File: src/rtl/dcache_write_buffer.sv
// dcache_write_buffer
//    FIFO write buffer between the data Cache write port and the data-write
//    port of the AXI interface. Dirty-line writebacks and uncached stores are
//    queued here so the Cache can start its refill read without waiting for
//    the AXI B response. Writes are issued one at a time, strictly in push
//    order, with at most one write outstanding. A line-granular address
//    checker flags reads that would overtake a pending write.
//
// Ports
//    clk, reset          clock, synchronous active-high reset
//    in_wr_*             Cache-side write request (req/type/addr/wstrb/data/rdy)
//    out_wr_*            AXI-side write request (req/type/addr/wstrb/data/rdy)
//    out_wr_done         one-cycle pulse when the accepted write's B response returns
//    rd_chk_addr         address of a read the Cache intends to issue
//    rd_conflict         rd_chk_addr hits the same 16-byte line as a pending write
//    empty               nothing queued and nothing in flight
module dcache_write_buffer #(
   parameter int DEPTH = 4,
   parameter int AW    = 2
) (
   input  logic         clk,
   input  logic         reset,
   input  logic         in_wr_req,
   input  logic [2:0]   in_wr_type,
   input  logic [31:0]  in_wr_addr,
   input  logic [3:0]   in_wr_wstrb,
   input  logic [127:0] in_wr_data,
   output logic         in_wr_rdy,
   output logic         out_wr_req,
   output logic [2:0]   out_wr_type,
   output logic [31:0]  out_wr_addr,
   output logic [3:0]   out_wr_wstrb,
   output logic [127:0] out_wr_data,
   input  logic         out_wr_rdy,
   input  logic         out_wr_done,
   input  logic [31:0]  rd_chk_addr,
   output logic         rd_conflict,
   output logic         empty
);

   typedef enum logic [1:0] {
      IDLE      = 2'd0,
      ISSUE     = 2'd1,
      WAIT_DONE = 2'd2
   } state_t;

   localparam logic [AW:0]  FULL_COUNT = (AW+1)'(DEPTH);
   // Conflicts are judged per 16-byte line, whatever the write type.
   localparam logic [31:0]  LINE_MASK  = 32'hFFFF_FFF0;

   state_t          state;
   state_t          state_next;

   logic [2:0]      type_q  [DEPTH];
   logic [31:0]     addr_q  [DEPTH];
   logic [3:0]      wstrb_q [DEPTH];
   logic [127:0]    data_q  [DEPTH];

   logic [AW-1:0]   wr_ptr;
   logic [AW-1:0]   rd_ptr;
   logic [AW:0]     count;
   logic [31:0]     inflight_addr;

   logic            push;
   logic            pop;
   logic [AW-1:0]   offset;

   // Ready depends only on occupancy and reset, never on the request itself.
   assign in_wr_rdy = (count != FULL_COUNT) && !reset;
   assign push      = in_wr_req && in_wr_rdy;
   assign pop       = (state == ISSUE) && out_wr_rdy;

   // The head entry is presented directly from storage; it cannot change while
   // ISSUE waits because only a pop moves rd_ptr.
   assign out_wr_type  = type_q[rd_ptr];
   assign out_wr_addr  = addr_q[rd_ptr];
   assign out_wr_wstrb = wstrb_q[rd_ptr];
   assign out_wr_data  = data_q[rd_ptr];

   // Entry storage: no reset needed, validity is tracked by count/pointers.
   always_ff @(posedge clk) begin
      if (push) begin
         type_q[wr_ptr]  <= in_wr_type;
         addr_q[wr_ptr]  <= in_wr_addr;
         wstrb_q[wr_ptr] <= in_wr_wstrb;
         data_q[wr_ptr]  <= in_wr_data;
      end
   end

   // Pointers, occupancy and the address of the write awaiting its B response.
   always_ff @(posedge clk) begin
      if (reset) begin
         wr_ptr        <= '0;
         rd_ptr        <= '0;
         count         <= '0;
         inflight_addr <= '0;
      end else begin
         if (push) begin
            wr_ptr <= wr_ptr + 1'b1;
         end
         if (pop) begin
            rd_ptr        <= rd_ptr + 1'b1;
            inflight_addr <= out_wr_addr;
         end
         count <= count + {{AW{1'b0}}, push} - {{AW{1'b0}}, pop};
      end
   end

   // State register.
   always_ff @(posedge clk) begin
      if (reset) begin
         state <= IDLE;
      end else begin
         state <= state_next;
      end
   end

   // Next-state logic. In WAIT_DONE nothing can pop, so the occupancy after a
   // same-cycle push is simply count plus push.
   always_comb begin
      state_next = state;
      case (state)
         IDLE: begin
            if (count != '0) begin
               state_next = ISSUE;
            end
         end
         ISSUE: begin
            if (out_wr_rdy) begin
               state_next = WAIT_DONE;
            end
         end
         WAIT_DONE: begin
            if (out_wr_done) begin
               if ((count != '0) || push) begin
                  state_next = ISSUE;
               end else begin
                  state_next = IDLE;
               end
            end
         end
         default: begin
            state_next = IDLE;
         end
      endcase
   end

   // Outputs decoded from state.
   always_comb begin
      out_wr_req = (state == ISSUE);
      empty      = (count == '0) && (state != WAIT_DONE) && (state != ISSUE);
   end

   // Read-after-write checker. Slot i is valid when its distance from rd_ptr
   // (modulo DEPTH) is below count; the in-flight write and a write being
   // pushed this very cycle also count as pending.
   always_comb begin
      rd_conflict = 1'b0;
      offset      = '0;
      for (int i = 0; i < DEPTH; i++) begin
         offset = AW'(i) - rd_ptr;
         if (({1'b0, offset} < count) &&
             ((addr_q[i] & LINE_MASK) == (rd_chk_addr & LINE_MASK))) begin
            rd_conflict = 1'b1;
         end
      end
      if ((state == WAIT_DONE) &&
          ((inflight_addr & LINE_MASK) == (rd_chk_addr & LINE_MASK))) begin
         rd_conflict = 1'b1;
      end
      if (push && ((in_wr_addr & LINE_MASK) == (rd_chk_addr & LINE_MASK))) begin
         rd_conflict = 1'b1;
      end
   end

endmodule

File: config.mk
export PLATFORM = sky130hd
export DESIGN_NAME = dcache_write_buffer
export DESIGN_NICKNAME = d
export VERILOG_FILES = /design/src/rtl/dcache_write_buffer.sv
export SDC_FILE = /design/constraint.sdc
export NUM_CORES = 1
export LEC_CHECK = 0
export BUFFER_PORTS_ARGS = -buffer_cell sky130_fd_sc_hd__clkbuf_2
export CELL_PAD_IN_SITES_DETAIL_PLACEMENT = 1
export CELL_PAD_IN_SITES_GLOBAL_PLACEMENT = 2
export CORE_ASPECT_RATIO = 1.4
export CORE_MARGIN = 3
export CORE_UTILIZATION = 40
export DETAILED_ROUTE_END_ITERATION = 10
export HOLD_SLACK_MARGIN = 0.1
export PLACE_DENSITY = 0.8
export SYNTH_ARGS = -nofsm -noshare
export SYNTH_HDL_FRONTEND = slang
export SYNTH_SLANG_ARGS = --single-unit
File: constraint.sdc
create_clock -name clk -period 9.35 [get_ports clk]
set_clock_uncertainty 0.1 [all_clocks]
set_input_delay 1.87 -clock clk [delete_from_list [all_inputs] [get_ports clk]]
set_output_delay 1.87 -clock clk [all_outputs]
set_load 0.01 [all_outputs]
Word-level counts from Yosys, hierarchy flattened

Memories as Yosys holds them, arrays and structs flattened. A register that Yosys moved wholly into a read port is not among the register bits.
Cells that the tools add are included.

Add/sub/neg operators: 8
Magnitude comparators: 4
Equality and inequality tests: 14
Multiplexer cells: 21
Reductions and logical operators: 17

Operator list:

| cell                | number |
|---|---|
| $eq 28x28->1        | 6 |
| $mux 2              | 11 |
| $lt 2x3->1          | 4 |
| $logic_and 1x1->1   | 11 |
| $mux 1              | 9 |
| $ne 2x2->1 const B  | 3 |
| $pmux 2 s3          | 1 |
| $add 2x1->2 const B | 2 |
| $ne 2x1->1 const B  | 2 |
| $sub 1x2->2 const A | 2 |
| $sub 2x2->2 const A | 2 |
| $add 3x1->3         | 1 |
| $logic_not 3->1     | 1 |
| $ne 3x3->1 const B  | 1 |
| $reduce_and 3->1    | 1 |
| $reduce_bool 3->1   | 1 |
| $sub 3x1->3         | 1 |
| $eq 2x1->1 const B  | 1 |
| $eq 2x2->1 const B  | 1 |
| $logic_not 2->1     | 1 |
| $logic_not 1->1     | 1 |
| $logic_or 1x1->1    | 1 |

Register bits after elaboration: 41
Bits in writable memories: 668
Input port bits: 204
Word-level logic and storage cells: 73
Memories: 4

Memories:

| memory  | depth | bits a word | read ports | clocked after memory_dff | write ports | line | text |
|---|---|---|---|---|---|---|---|
| data_q  | 4     | 128         | 1          | 1                        | 1           | 57   | `logic [127:0] data_q [DEPTH];` |
| addr_q  | 4     | 32          | 5          | 1                        | 1           | 55   | `logic [31:0] addr_q [DEPTH];` |
| wstrb_q | 4     | 4           | 1          | 1                        | 1           | 56   | `logic [3:0] wstrb_q [DEPTH];` |
| type_q  | 4     | 3           | 1          | 1                        | 1           | 54   | `logic [2:0] type_q [DEPTH];` |

Longest topological paths before layout

Gate-level depths: netlist of the first run.

Depth after elaboration: 9
Gate-level depth with buffers: 10
Depth with buffers taken out: 9

Least setup slack after synthesis of the first run

No wires, ideal clock.

Path type: in2reg
Start: in reset
End: mem addr_q[0][0] (enable)
Setup time: 0.547 ns
Arrival: 6.146 ns
Path slack: 2.557 ns
Stages: 3
Path buffers: 0
Cells stage by stage: nand2b_1 a21oi_2 and2_1

Word-level cells in the longest chain between the ends: 5

Ends and longest elaborated chain:

| element                      | line | text |
|---|---|---|
| start: declaration           | 22   | `input logic reset,` |
| $logic_not 1->1              | 69   | `assign in_wr_rdy = (count != FULL_COUNT) && !reset;` |
| $logic_and 1x1->1            | 69   |  |
| $logic_and 1x1->1            | 70   | `assign push = in_wr_req && in_wr_rdy;` |
| $mux 1                       | 82   | `if (push) begin` |
| $mux 1 (implied by the code) | 84   | `addr_q[wr_ptr] <= in_wr_addr;` |
| end: declaration             | 55   |  |

Every way passes these cells.

Final worst setup path of the first run

Start: in reset
End: out rd_conflict

Word-level cells in the longest chain between the ends: 5

Ends and longest elaborated chain:

| element           | line | text |
|---|---|---|
| $logic_not 1->1   | 69   |  |
| $logic_and 1x1->1 | 69   |  |
| $logic_and 1x1->1 | 70   |  |
| $logic_and 1x1->1 | 171  | `if (push && ((in_wr_addr & LINE_MASK) == (rd_chk_addr & LINE_MASK))) begin` |
| $mux 1            | 171  |  |
| end: declaration  | 37   | `output logic rd_conflict,` |

Every way passes these cells.

==> metrics.md, run 1 <==
| Metric | Value |
|---|---|
| Status | finished, final reports clean |
| Tcrit/Tclk final | 64.1% |
| CTS tree | built |
| Via count | 13900 |
| First-pass GRT wire length | a little over 100000 um |
| Kind of critical path | in2out |
| Gpl congestion | ~0.87 |
| CP Buf/Inv Count | 2 |
| Met1 GRT Util | between 20% and 30% |
| Hold endpoint | inflight_addr[5]$_SDFFE_PP0P_ |
| CP max-delay cell | clkbuf_2 |
| Worst setup SP type | input pin |
| Slew HR | between 20 and 30% |
| Average cell area after synthesis | 20.9 um2 |
| Syn-to-layout area delta | 18.0% |
| Hold path depth | 2 |
| Overall Power | 0.00773 W |
| Synth Instances | about 1300 |
| Clk buf depth | 3 |
| CTS clock-pin slew for the worst setup and hold paths | 60 ps |
| Final WL | 70400 um |
| DPL Wire Length | 46900 um |
| R2R Setup Slk | 6050 ps |
| Worst hold path type | reg2reg |
| Max incr delay on CP | 580 ps |
| Simple logic cell fraction of the synthesized area | 2.45% |
| Die W | between 200 and 250 um |
| Setup TNS | 0 ps |
| Grt met3 use | 6.86% |
| Final cell count without fillers | 2693 |
| Initial antenna violation count | 19 |
| Max-cap violations | 0 |
| Final Hold Fails | 0 |
| Met2 global-route usage | 34.2% |
| DRC viols | 0 |
| GRT Util Overall | 19.5% |
| Starting DRT DRC Count | 883 |
| Largest family of logic cells by synthesized area | multiplexers |
| Maximum vdd drop | between 0.0002 and 0.00025 V |
| Grt ovf | 0 |
| Port Buf Inserts | 370 |
| Min setup slack post-route | 3360 ps |
| Crit path time final | 5990 ps |
| CTS Sinks | 707 |
| Compound-Gate Fraction of Synth Area | less than 1% |
| Reg2Reg Depth | 5 |
| CTS Buf Count | 71 |
| Critical Path AT | 4020 ps |
| Die H | 317 um |
| Hold_ws | 368 ps |
| Fill count | 6458 |
| CP delay by family, top | simple AND/OR/NAND/NOR gates |
| # H-tree levels | 3 |
| FP Rows | 113 |
| Avg WL per Cell | 26.1 um |
| Drt first pass iters | 5 |
| Setup violations, final | 0 |
| Busiest layer in global routing | met2 |
| Yosys warns | 0 |
| CP required | 7380 ps |
| Core area | 68100 um2 |
| Register bit total from synthesis | 707 |
| P_leak | 10.9 nW |
| Distinct cell type count after synthesis | 34 |
| Mux cell area share after synthesis | between 10% and 20% |
| Post-CTS Resized | 0 |
| Most frequent cell on the critical path | clkbuf_2 |
| Placed Cells incl. Taps | 2552 |
| Vias per inst | 5.18 |
| Layout cell share with drive strength beyond 1 | 37.5% |
| Synth Area in Adders | 0.524% |
| Layout Nets | approximately 1900 |
| RSZ-0062 raised after global routing | false |
| Die area | 72500 um2 |
| Sequential area share after synthesis | 75.3% |
| I/O Pins | 375 |
| Largest net degree at the start of global routing | 138 |
| Crit-path max FO | 40 |
| R2R Path Start | count[0]$_SDFF_PP0_ |
| Fmax | between 0.15 and 0.2 GHz |
| FF-to-FF End | data_q[0][74]$_DFFE_PP_ |
| Post-CTS setup repair buffer count | 0 |
| Xor and xnor area share after synthesis | 5.50% |
| Final ANT Viol Nets | 0 |
| Hold Path Origin | inflight_addr[5]$_SDFFE_PP0P_ |
| CTS Root Cell | clkbuf_16 |
| Skew-Pair Late Insertion Delay | 600 ps |
| Vias in the first global route | 15600 |
| Post-synthesis cell area | between 20000 and 30000 um2 |
| PwrDens | approximately 240 nW/um2 |
| Pre-CTS setup slack | 3330 ps |
| Starting Density | just over 40% |
| Critical Path, Cell by Cell | clkbuf_2 -> nand2b_1 -> a21oi_2 -> nand4_1 -> o22ai_1 -> or4_1 -> clkbuf_2 |
| CP endpoint kind | primary output |
| # hold bufs at CTS | 0 |
| Synth Net Count | 1543 |
| Worst-Margin Slew | 1090 ps |
| Max-slew violation count | 0 |
[cell families (layout without fill, tap and decap cells)]
logic type,count (synthesis),after routing
AND/OR/NAND/NOR,136,136
AO/OA/AOI/OAI,45,45
multiplexers,167,167
flip-flops,707,707
other,0,16
buffers and inverters,88,517
adder cells (fa/ha/maj),11,11
XOR/XNOR,174,174
[placed cells by master (no fill, tap or decap), drive strengths merged, types with 2 or more instances in the layout]
| cell | count |
|---|---|
| ha | 10 |
| edfxtp | 668 |
| o21ai | 3 |
| a21oi | 36 |
| nor2b | 4 |
| nand4 | 16 |
| bufinv | 5 |
| and2 | 4 |
| dfxtp | 39 |
| nor4 | 35 |
| clkinv | 25 |
| mux4 | 167 |
| buf | 12 |
| xor2 | 124 |
| inv | 16 |
| diode | 16 |
| nand2 | 61 |
| nor2 | 9 |
| clkbuf | 459 |
| o2111ai | 2 |
| xnor2 | 50 |
[where the power goes]
| group | switching [W] | internal (W) |
|---|---|---|
| Combinational | 0.000707 | 0.000536 |
| Sequential | 0.0000920 | 0.00365 |
| Clock | 0.00118 | 0.00156 |
[state kept, by name, summed over array words and instances, names as in the netlist, named ones only]
register	cells
inflight_addr	28
state	2
addr_q	128
wstrb_q	16
wr_ptr	2
data_q	512
count	3
rd_ptr	2
type_q	12
[routing by layer]
| metal | wire length, um | vias up |
|---|---|---|
| li1 | - | 6106 |
| met1 | 25100 | 7298 |
| met2 | 37100 | 421 |
| met3 | 5440 | 114 |
| met4 | 2630 | 6 |
| met5 | 40 | - |
[worst max-delay path by stage]
stage	from	to	slack (ps)	cells after the start
after floorplan	reset	addr_q[0][0]$_DFFE_PP_	2560	3
after global placement	reset	rd_conflict	3360	7
after detailed placement	reset	rd_conflict	3330	7
after CTS	reset	rd_conflict	3340	7
after global routing	reset	rd_conflict	3220	7
final	reset	rd_conflict	3360	7
[cells in the mapped netlist (all sizes together)]
| master | instances | area, um2 |
|---|---|---|
| xor2 | 124 | 1090 |
| or4 | 1 | 7.51 |
| o32a | 1 | 10.0 |
| o31ai | 1 | 7.51 |
| nand4 | 16 | 100 |
| o2111ai | 2 | 17.5 |
| xnor2 | 50 | 438 |
| o22ai | 1 | 6.26 |
| buf | 66 | 404 |
| nor3 | 1 | 5.00 |
| or2b | 1 | 11.3 |
| or3 | 1 | 6.26 |
| nor2b | 4 | 25.0 |
| or2 | 1 | 6.26 |
| mux4 | 167 | 3760 |
| clkbuf | 12 | 45.0 |
| and2 | 4 | 25.0 |
| nor4 | 35 | 219 |
| dfxtp | 39 | 781 |
| a21oi | 36 | 188 |
| fa | 1 | 20.0 |
| nand2b | 1 | 6.26 |
| inv | 10 | 37.5 |
| a2bb2o | 1 | 11.3 |
| o21ai | 3 | 15.0 |
| nand3 | 1 | 5.00 |
| nand2 | 61 | 229 |
| nor2 | 9 | 33.8 |
| edfxtp | 668 | 20100 |
| ha | 10 | 125 |
[stage by stage]
step / instance area (um2) / utilization (%)
3_5_place_dp: 30400 / 44.6
2_1_floorplan: 27700 / -
3_3_place_gp: 30400 / 44.6
6_report: 32700 / 47.9
4_1_cts: 32600 / 47.9
5_1_grt: 32600 / 47.9
[final cells by class]
| type | count | area, um2 | share of cell area (%) |
|---|---|---|---|
| diodes | 16 | 40.0 | 0.123 |
| clock buffers | 89 | 1850 | 5.68 |
| clock inverters | 36 | 367 | 1.12 |
| inverters | 10 | 37.5 | 0.115 |
| multi-input cells | 533 | 6370 | 19.5 |
| flip-flops and latches | 707 | 20800 | 63.8 |
| well taps | 920 | 1150 | 3.52 |
| repair buffers | 382 | 1990 | 6.10 |
[worst reg2reg max path: cells and delay by family (launching register included)]
kind / cells / cell delay (ps)
buffers and inverters: 2 / 1400
and+or+nand+nor: 2 / 510
AOI/OAI and AO/OA: 1 / 470
DFF: 1 / 430
No activity file was read; power rests on OpenSTA's default activity.
==> run 2, diff against run 1 <==
--- a/config.mk
+++ b/config.mk
@@ -13,7 +13,7 @@
 export CORE_UTILIZATION = 40
 export DETAILED_ROUTE_END_ITERATION = 10
 export HOLD_SLACK_MARGIN = 0.1
-export PLACE_DENSITY = 0.8
+export PLACE_DENSITY = 0.82
 export SYNTH_ARGS = -nofsm -noshare
 export SYNTH_HDL_FRONTEND = slang
 export SYNTH_SLANG_ARGS = --single-unit
==> constraint.sdc (replaced) <==
create_clock -name clk -period 4.93 [get_ports clk]
set_clock_uncertainty 0.1 [all_clocks]
set_input_delay 0.986 -clock clk [delete_from_list [all_inputs] [get_ports clk]]
set_output_delay 0.986 -clock clk [all_outputs]
set_load 0.01 [all_outputs]
==> run 2 against run 1 <==
Net effect:
- via count increased by 1.2%
- worst setup slack worse by 2400 ps
- largest power group unchanged
- first-iteration DRC count rose by 9.6%
==> metrics.md, run 2 (synthesis results as in run 1) <==
| Metric | Value |
|---|---|
| Crit path time final | 3970 ps |
| CP Buf/Inv Count | 2 (unchanged) |
| Starting Density | 40.6% (unchanged) |
| Combinational fraction of design power | 16.1% (about the same) |
| Area of the multi-input gates | 6370 um2 (unchanged) |
| Core area | 68100 um2 (unchanged) |
| Register Area | 20800 um2 (unchanged) |
| R2R Path Start | state[0]$_SDFFE_PP0P_ |
| CTS Buf Count | 72 (+1.4%) |
| Vias per inst | 5.22 (+0.72%) |
| Switching Share | 25.2% (-0.39 points) |
| Layout Nets | 1934 (+0.73%) |
| Final WL | 70600 um (+0.34%) |
| Starting DRT DRC Count | 968 (+9.6%) |
| Post-CTS Resized | 0 (unchanged) |
| R2R Setup Slk | 2260 ps (-3790 ps) |
| Flip-flop count of the largest register after layout | 512 (unchanged) |
| First-pass GRT wire length | 104000 um (+0.21%) |
| Avg WL per Cell | 26.1 um (-0.11%) |
| Setup violations, final | 0 (unchanged) |
| Reg2Reg Depth | 9 (+4) |
| Die H | 317 um (unchanged) |
| Drt first pass iters | 5 (unchanged) |
| Gpl congestion | 0.852 (-2.4%) |
| CP endpoint | rd_conflict |
| Finished Core Util | 48.5% (+0.60 points) |
| Vias in the first global route | 15500 (-0.77%) |
| DPL Wire Length | 47900 um (+2.2%) |
| Regs by FF count | data_q: 512 flops, addr_q: 128 flops, inflight_addr: 28 flops |
| Register name with the most flops | data_q |
| Skew-Pair Late Insertion Delay | 620 ps (+20 ps) |
| Setup TNS | 0 ps (unchanged) |
| P_leak | 11.0 nW (+1.5%) |
| Max incr delay on CP | 540 ps (-40 ps) |
| Via count | 14100 (+1.2%) |
| Worst setup SP type | register |
| Syn-to-layout area delta | 19.4% |
| Post-CTS setup repair buffer count | 0 (unchanged) |
| Sw Pwr | 0.00377 W (+90%) |
| Max-slew violation count | 0 (unchanged) |
| I/O Pins | 375 (unchanged) |
| Layout cell share with drive strength beyond 1 | 37.9% (+0.42 points) |
| Fill count | 6400 (-0.90%) |
| Beginning of the critical path | rd_ptr[0]$_SDFFE_PP0P_ |
| Fmax | 0.252 GHz |
| CTS Sinks | 707 (unchanged) |
| CTS tree | built |
| FP Rows | 113 (unchanged) |
| Port Buf Inserts | 370 (unchanged) |
| # H-tree levels | 3 (unchanged) |
| GRT Util Overall | 19.6% (+0.076 points) |
| Worst-Margin Slew | 835 ps (-252 ps) |
| Final Hold Fails | 0 (unchanged) |
| CP endpoint kind | primary output |
| Slew HR | 44.3% (+17 points) |
| CP delay by family, top | compound AO/OA/AOI/OAI gates |
| Die W | 228 um (unchanged) |
| Internal power | 0.0112 W (+94%) |
| Kind of critical path | reg2out |
| Die area | 72500 um2 (unchanged) |
| RSZ-0062 raised after global routing | false |
| CTS clock-pin slew for the worst setup and hold paths | 60 ps (about the same) |
| Most frequent cells in the layout | 668 x edfxtp_1, 370 x clkbuf_2, 167 x mux4_2, 124 x xor2_1, 74 x clkbuf_16 |
| Tcrit/Tclk final | 80.6% |
| CP Depth | 8 (+1) |
| DRC viols | 0 (unchanged) |
| Initial antenna violation count | 17 (-2) |
| PwrDens | 452 nW/um2 (+91%) |
| Largest net degree at the start of global routing | 69 (-50%) |
| CTS Root Cell | clkbuf_16 |
| CP required | 3840 ps (-3540 ps) |
| Status | finished, final reports clean |
| Maximum vdd drop | 0.000451 V (+120%) |
| Crit-path max FO | 6 (-85%) |
| Grt ovf | 0 (unchanged) |
| Sequential share of power | 47.5% (-0.9 points) |
| Critical Path, Cell by Cell | xnor2_1 -> inv_1 -> ha_1 -> a21oi_2 -> o2111ai_1 -> a2bb2o_2 -> or4_1 -> clkbuf_2 |
| Critical Path AT | 2890 ps (-1130 ps) |
| Worst hold path type | reg2reg |
| FF-to-FF End | count[2]$_SDFF_PP0_ |
| Hold Path Origin | inflight_addr[12]$_SDFFE_PP0P_ |
| # hold bufs at CTS | 0 (unchanged) |
| Clock share of power | 36.3% (+0.8 points) |
| CP max-delay cell | or4_1 |
| Final ANT Viol Nets | 0 (unchanged) |
| Max-cap violations | 0 (unchanged) |
| Commonest non-fill, non-tap cell in the layout | edfxtp_1 |
| Clk buf depth | 3 (unchanged) |
[run 2: changes by cell type in the layout (fill, tap and decap cells not counted), moves of 3 or more]
cell       before  now
buf_12          4   19
clkinv_1       10   17
clkbuf_1       17   12
clkinv_2       12    7
bufinv_16       5    8
clkbuf_16      71   74
diode_2        16   13
[run 2: final cells by class]
cell class	count	area share, %
Inverter	10	0.113
Antenna cell	13	0.0984
Clock buffer	87	5.78
Clock inverter	40	1.34
Multi-Input combinational cell	533	19.3
Timing Repair Buffer	395	6.88
Tap cell	920	3.48
Sequential cell	707	63.0
[run 2: metal layers]
| layer | up-vias | part of all wire (%) | GRT usage (%) |
|---|---|---|---|
| met5 | - | 0.040 | 0 |
| met4 | 4 | 3.5 | 9.00 |
| met3 | 111 | 7.6 | 5.91 |
| met2 | 485 | 53 | 34.1 |
| met1 | 7376 | 36 | 22.2 |
| li1 | 6132 | - | - |
[run 2: stage by stage]
| stage | worst slack (ps) | total power, W | area (um2) | hold slack, ps | cells |
|---|---|---|---|---|---|
| after floorplan | 873 | 0.00865 | 27700 | 349 | 1328 |
| after global placement | 1010 | 0.00962 | 30700 | 354 | 2565 |
| after detailed placement | 996 | 0.00969 | 30700 | 363 | 2565 |
| after CTS | 922 | 0.0152 | 33000 | 371 | 2692 |
| after global routing | 826 | 0.0155 | 33100 | 389 | 2699 |
| final | 955 | 0.0149 | 33100 | 370 | 2705 |
[run 2: tightest hold or removal path, delay by kind of cell (launching register included)]
family / cells / cell delay, ps
simple gates: 1 / 60
flops: 1 / 320
compound gates: 1 / 50
[run 2: worst min-delay path by stage]
stage / end / slack, ps / depth (start not counted)
2_1_floorplan: inflight_addr[10]$_SDFFE_PP0P_ / 350 / 2
3_3_place_gp: inflight_addr[24]$_SDFFE_PP0P_ / 350 / 2
3_5_place_dp: inflight_addr[12]$_SDFFE_PP0P_ / 360 / 2
4_1_cts: inflight_addr[12]$_SDFFE_PP0P_ / 370 / 2
5_1_grt: inflight_addr[15]$_SDFFE_PP0P_ / 390 / 2
6_report: inflight_addr[12]$_SDFFE_PP0P_ / 370 / 2
[run 2: power groups by stage]
stage	Combinational, W	Clock [W]	Sequential [W]
after detailed placement	0.00246	0	0.00723
after global routing	0.00260	0.00581	0.00713
final	0.00241	0.00543	0.00710
after floorplan	0.00151	0	0.00714
after global placement	0.00242	0	0.00720
after CTS	0.00247	0.00558	0.00711
==> run 3, diff against run 2 <==
--- a/config.mk
+++ b/config.mk
@@ -5,15 +5,16 @@
 export SDC_FILE = /design/constraint.sdc
 export NUM_CORES = 1
 export LEC_CHECK = 0
+export ABC_AREA = 1
 export BUFFER_PORTS_ARGS = -buffer_cell sky130_fd_sc_hd__clkbuf_2
 export CELL_PAD_IN_SITES_DETAIL_PLACEMENT = 1
 export CELL_PAD_IN_SITES_GLOBAL_PLACEMENT = 2
 export CORE_ASPECT_RATIO = 1.4
 export CORE_MARGIN = 3
-export CORE_UTILIZATION = 40
+export CORE_UTILIZATION = 35
 export DETAILED_ROUTE_END_ITERATION = 10
 export HOLD_SLACK_MARGIN = 0.1
-export PLACE_DENSITY = 0.82
+export PLACE_DENSITY = 0.81
 export SYNTH_ARGS = -nofsm -noshare
 export SYNTH_HDL_FRONTEND = slang
 export SYNTH_SLANG_ARGS = --single-unit
==> constraint.sdc (replaced) <==
create_clock -name clk -period 3.2 [get_ports clk]
set_clock_uncertainty 0.1 [all_clocks]
set_input_delay 0.64 -clock clk [delete_from_list [all_inputs] [get_ports clk]]
set_output_delay 0.64 -clock clk [all_outputs]
set_load 0.01 [all_outputs]
==> run 3 against run 2 <==
Net effect:
- wire length up 22%
- final area up 7.2%
- global-route usage down 0.14 points
- register-to-register slack worse by 1500 ps
- combinational power up 100%
- sequential share of layout area down 4.2 points
- core utilization down 5.4 points
- clock-buffer cell count up 1
- worst hold slack worse by 230 ps
- critical path type unchanged
- largest power group unchanged
==> metrics.md, run 3 <==
| Metric | Value |
|---|---|
| Status | finished, final reports clean |
| First-pass GRT wire length | 130000 um (+25%) |
| Register name with the most flops | data_q |
| Starting DRT DRC Count | 1015 (+4.9%) |
| Commonest non-fill, non-tap cell in the layout | edfxtp_1 |
| Fmax | ~0.32 GHz |
| Average cell area after synthesis | 12.2 um2 (-41%) |
| CTS Root Cell | clkbuf_16 |
| Most frequent cells in the layout | 668 x edfxtp_1, 424 x nor2_1, 370 x clkbuf_2, 317 x o21ai_0, 280 x nand2_1 |
| Setup violations, final | 0 (unchanged) |
| Max-cap violations | 0 (unchanged) |
| Regs by FF count | data_q: 512 flops, addr_q: 128 flops, inflight_addr: 28 flops |
| Hold_ws | 145 ps (-225 ps) |
| Initial antenna violation count | 16 (-1) |
| Drt first pass iters | 5 (unchanged) |
| Port Buf Inserts | 370 (unchanged) |
| CTS Buf Count | 73 (+1.4%) |
| Synth Net Count | 2605 (+69%) |
| Most used DFF post-synth | edfxtp_1 |
| Max incr delay on CP | 470 ps (-70 ps) |
| Layout Nets | 3017 (+56%) |
| CP endpoint kind | primary output |
| Crit-path max FO | 69 (+63) |
| CP required | 2460 ps (-1380 ps) |
| Die H | 348 um (+9.6%) |
| CP max-delay cell | buf_6 |
| PwrDens | 686 nW/um2 (+52%) |
| Final ANT Viol Nets | 0 (unchanged) |
| Overall Power | 0.0243 W (+63%) |
| Avg WL per Cell | 21.8 um (-16%) |
| Sequential share of power | 44.5% (-3.0 points) |
| P_leak | 13.1 nW (+19%) |
| CTS Sinks | 707 (unchanged) |
| Post-synth top cells | 668 x edfxtp_1, 428 x nor2_1, 317 x o21ai_0, 280 x nand2_1, 140 x o22ai_1 |
| Yosys warns | 0 (unchanged) |
| CTS tree | built |
| Asr flop ratio synth | 0% (unchanged) |
| Switching Share | 29.4% (+4.1 points) |
| FP Rows | 124 (+9.7%) |
| Internal power | 0.0172 W (+54%) |
| Critical Path, Cell by Cell | buf_6 -> o21ai_0 -> o22ai_1 -> clkbuf_2 |
| Via count | 19900 (+41%) |
| Maximum vdd drop | 0.000511 V (+13%) |
| Final WL | 86000 um (+22%) |
| Starting Density | 35.5% (-5.1 points) |
| Skew-Pair Late Insertion Delay | 620 ps (about the same) |
| Fill count | 8841 (+38%) |
| Synth area leader | edfxtp_1 |
| Most common cell in the synthesized netlist | edfxtp_1 |
| Crit path time final | 3110 ps |
| Area contributors post-synth | edfxtp_1 69%, nor2_1 5.5%, o21ai_0 5.4% |
| Largest net degree at the start of global routing | 110 (+59%) |
| Clk buf depth | 3 (unchanged) |
| Vias per inst | 5.06 (-3.0%) |
| Sw Pwr | 0.00714 W (+89%) |
| Distinct cell type count after synthesis | 36 (+5.9%) |
| Worst hold path type | in2reg |
| # H-tree levels | 3 (unchanged) |
| Share of the synthesized area in the top cell type | 68.7% (-3.8 points) |
| Sequential area share after synthesis | 71.4% (-3.9 points) |
| Kind of critical path | reg2out |
| Critical Path AT | 2370 ps (-520 ps) |
| Layout cell share with drive strength beyond 1 | 20.1% (-18 points) |
| Grt ovf | 0 (unchanged) |
| Clock share of power | 35.2% (-1.1 points) |
| Worst setup SP type | register |
| Worst-Margin Slew | 651 ps (-184 ps) |
| CP delay by family, top | buffers and inverters |
| Die area | 87000 um2 (+20%) |
| Register bit total from synthesis | 707 (unchanged) |
| Tcrit/Tclk final | between 90% and 100% |
| CTS clock-pin slew for the worst setup and hold paths | 60 ps (about the same) |
| Combinational fraction of design power | 20.3% (+4.2 points) |
| Post-synth EDFFs | 668 (unchanged) |
| Post-synthesis cell area | 29200 um2 (+5.5%) |
| DPL Wire Length | 55500 um (+16%) |
| Final Hold Fails | 0 (unchanged) |
| RSZ-0062 raised after global routing | false |
| Max-slew violation count | 0 (unchanged) |
| Core area | 82200 um2 (+21%) |
| DRC viols | 0 (unchanged) |
| GRT Util Overall | 19.4% (-0.14 points) |
| Slew HR | 56.6% (+12 points) |
| I/O Pins | 375 (unchanged) |
| Synth Instances | 2390 (+80%) |
| Vias in the first global route | 21700 (+40%) |
| Flip-flop count of the largest register after layout | 512 (unchanged) |
| CP Buf/Inv Count | 2 (unchanged) |
| Gpl congestion | 0.802 (-5.8%) |
| Syn-to-layout area delta | 21.4% |
| Die W | 250 um (+9.5%) |
run 3: per-layer routing:
metal	share of wire, %	up-vias	GRT usage (%)
met5	0.093	-	0
met4	3.4	12	7.55
met3	7.0	146	5.66
met2	52	495	34.7
met1	38	10000	21.8
li1	-	9268	-
run 3: layout make-up:
class                           instances  area [um2]  share of cell area, %
Multi-Input combinational cell       1399        7100                   20.0
Inverter                              137         534                   1.51
Antenna cell                           10        25.0                 0.0706
Clock inverter                         46         492                   1.39
Tap cell                             1071        1340                   3.78
Sequential cell                       707       20900                   58.8
Clock buffer                           88        1920                   5.43
Timing Repair Buffer                  484        3180                   8.97
run 3: worst reg2reg max path: stages (launching register included):
cell     delay (ps)
dfxtp_2         360
nor2_1           90
a21oi_4         160
nand2_4         180
ha_1            340
inv_1            40
ha_1            200
fa_1            430
or2_2           310
a21oi_1         140
run 3: power by group through the flow:
stage	combinational (W)	sequential, W	clock, W
after global routing	0.00543	0.0109	0.00914
after CTS	0.00502	0.0108	0.00880
final	0.00493	0.0108	0.00856
after detailed placement	0.00487	0.0110	0
after global placement	0.00469	0.0110	0
after floorplan	0.00278	0.0110	0
run 3: kinds of logic (layout without fill, tap and decap cells):
family	after synthesis	in the layout	share of synthesized area [%]
AO/OA/AOI/OAI	554	554	10.9
XOR/XNOR	111	111	3.33
adder cells (fa/ha/maj)	11	11	0.497
buffers and inverters	284	755	4.52
flip-flops	707	707	71.4
other	0	10	0
AND/OR/NAND/NOR	723	723	9.42
run 3: per-stage QoR:
stage	util, %	setup TNS, ps	cells	setup WS (ps)	cell area, um2
6_report	43.1	0	3942	87.0	35400
5_1_grt	43.1	0	3938	0.320	35400
4_1_cts	43.1	0	3932	28.1	35400
3_5_place_dp	39.3	0	3729	411	32300
3_3_place_gp	39.3	0	3729	438	32300
2_1_floorplan	-	-596270	2390	-907	29300
run 3: worst paths after layout:
kind                                                      from                             end  slack, ps  depth (start not counted)
worst min register to register  inflight_addr[21]$_SDFFE_PP0P_  inflight_addr[21]$_SDFFE_PP0P_        410                          2
worst max register to register             count[0]$_SDFF_PP0_             count[2]$_SDFF_PP0_        790                          9
worst min-delay path                            in_wr_data[60]         data_q[2][60]$_DFFE_PP_        140                          1
worst max-delay path                                  register                  out_wr_data[9]         90                          4
run 3: timing repair:
item | in CTS | in global routing
gates resized for setup | 5 | 7
setup buffers | 3 | 0
hold buffers | 66 | 0
pin swaps | 1 | 2
setup endpoints to repair | 76 | 5
endpoints found under the hold margin | 231 | 0
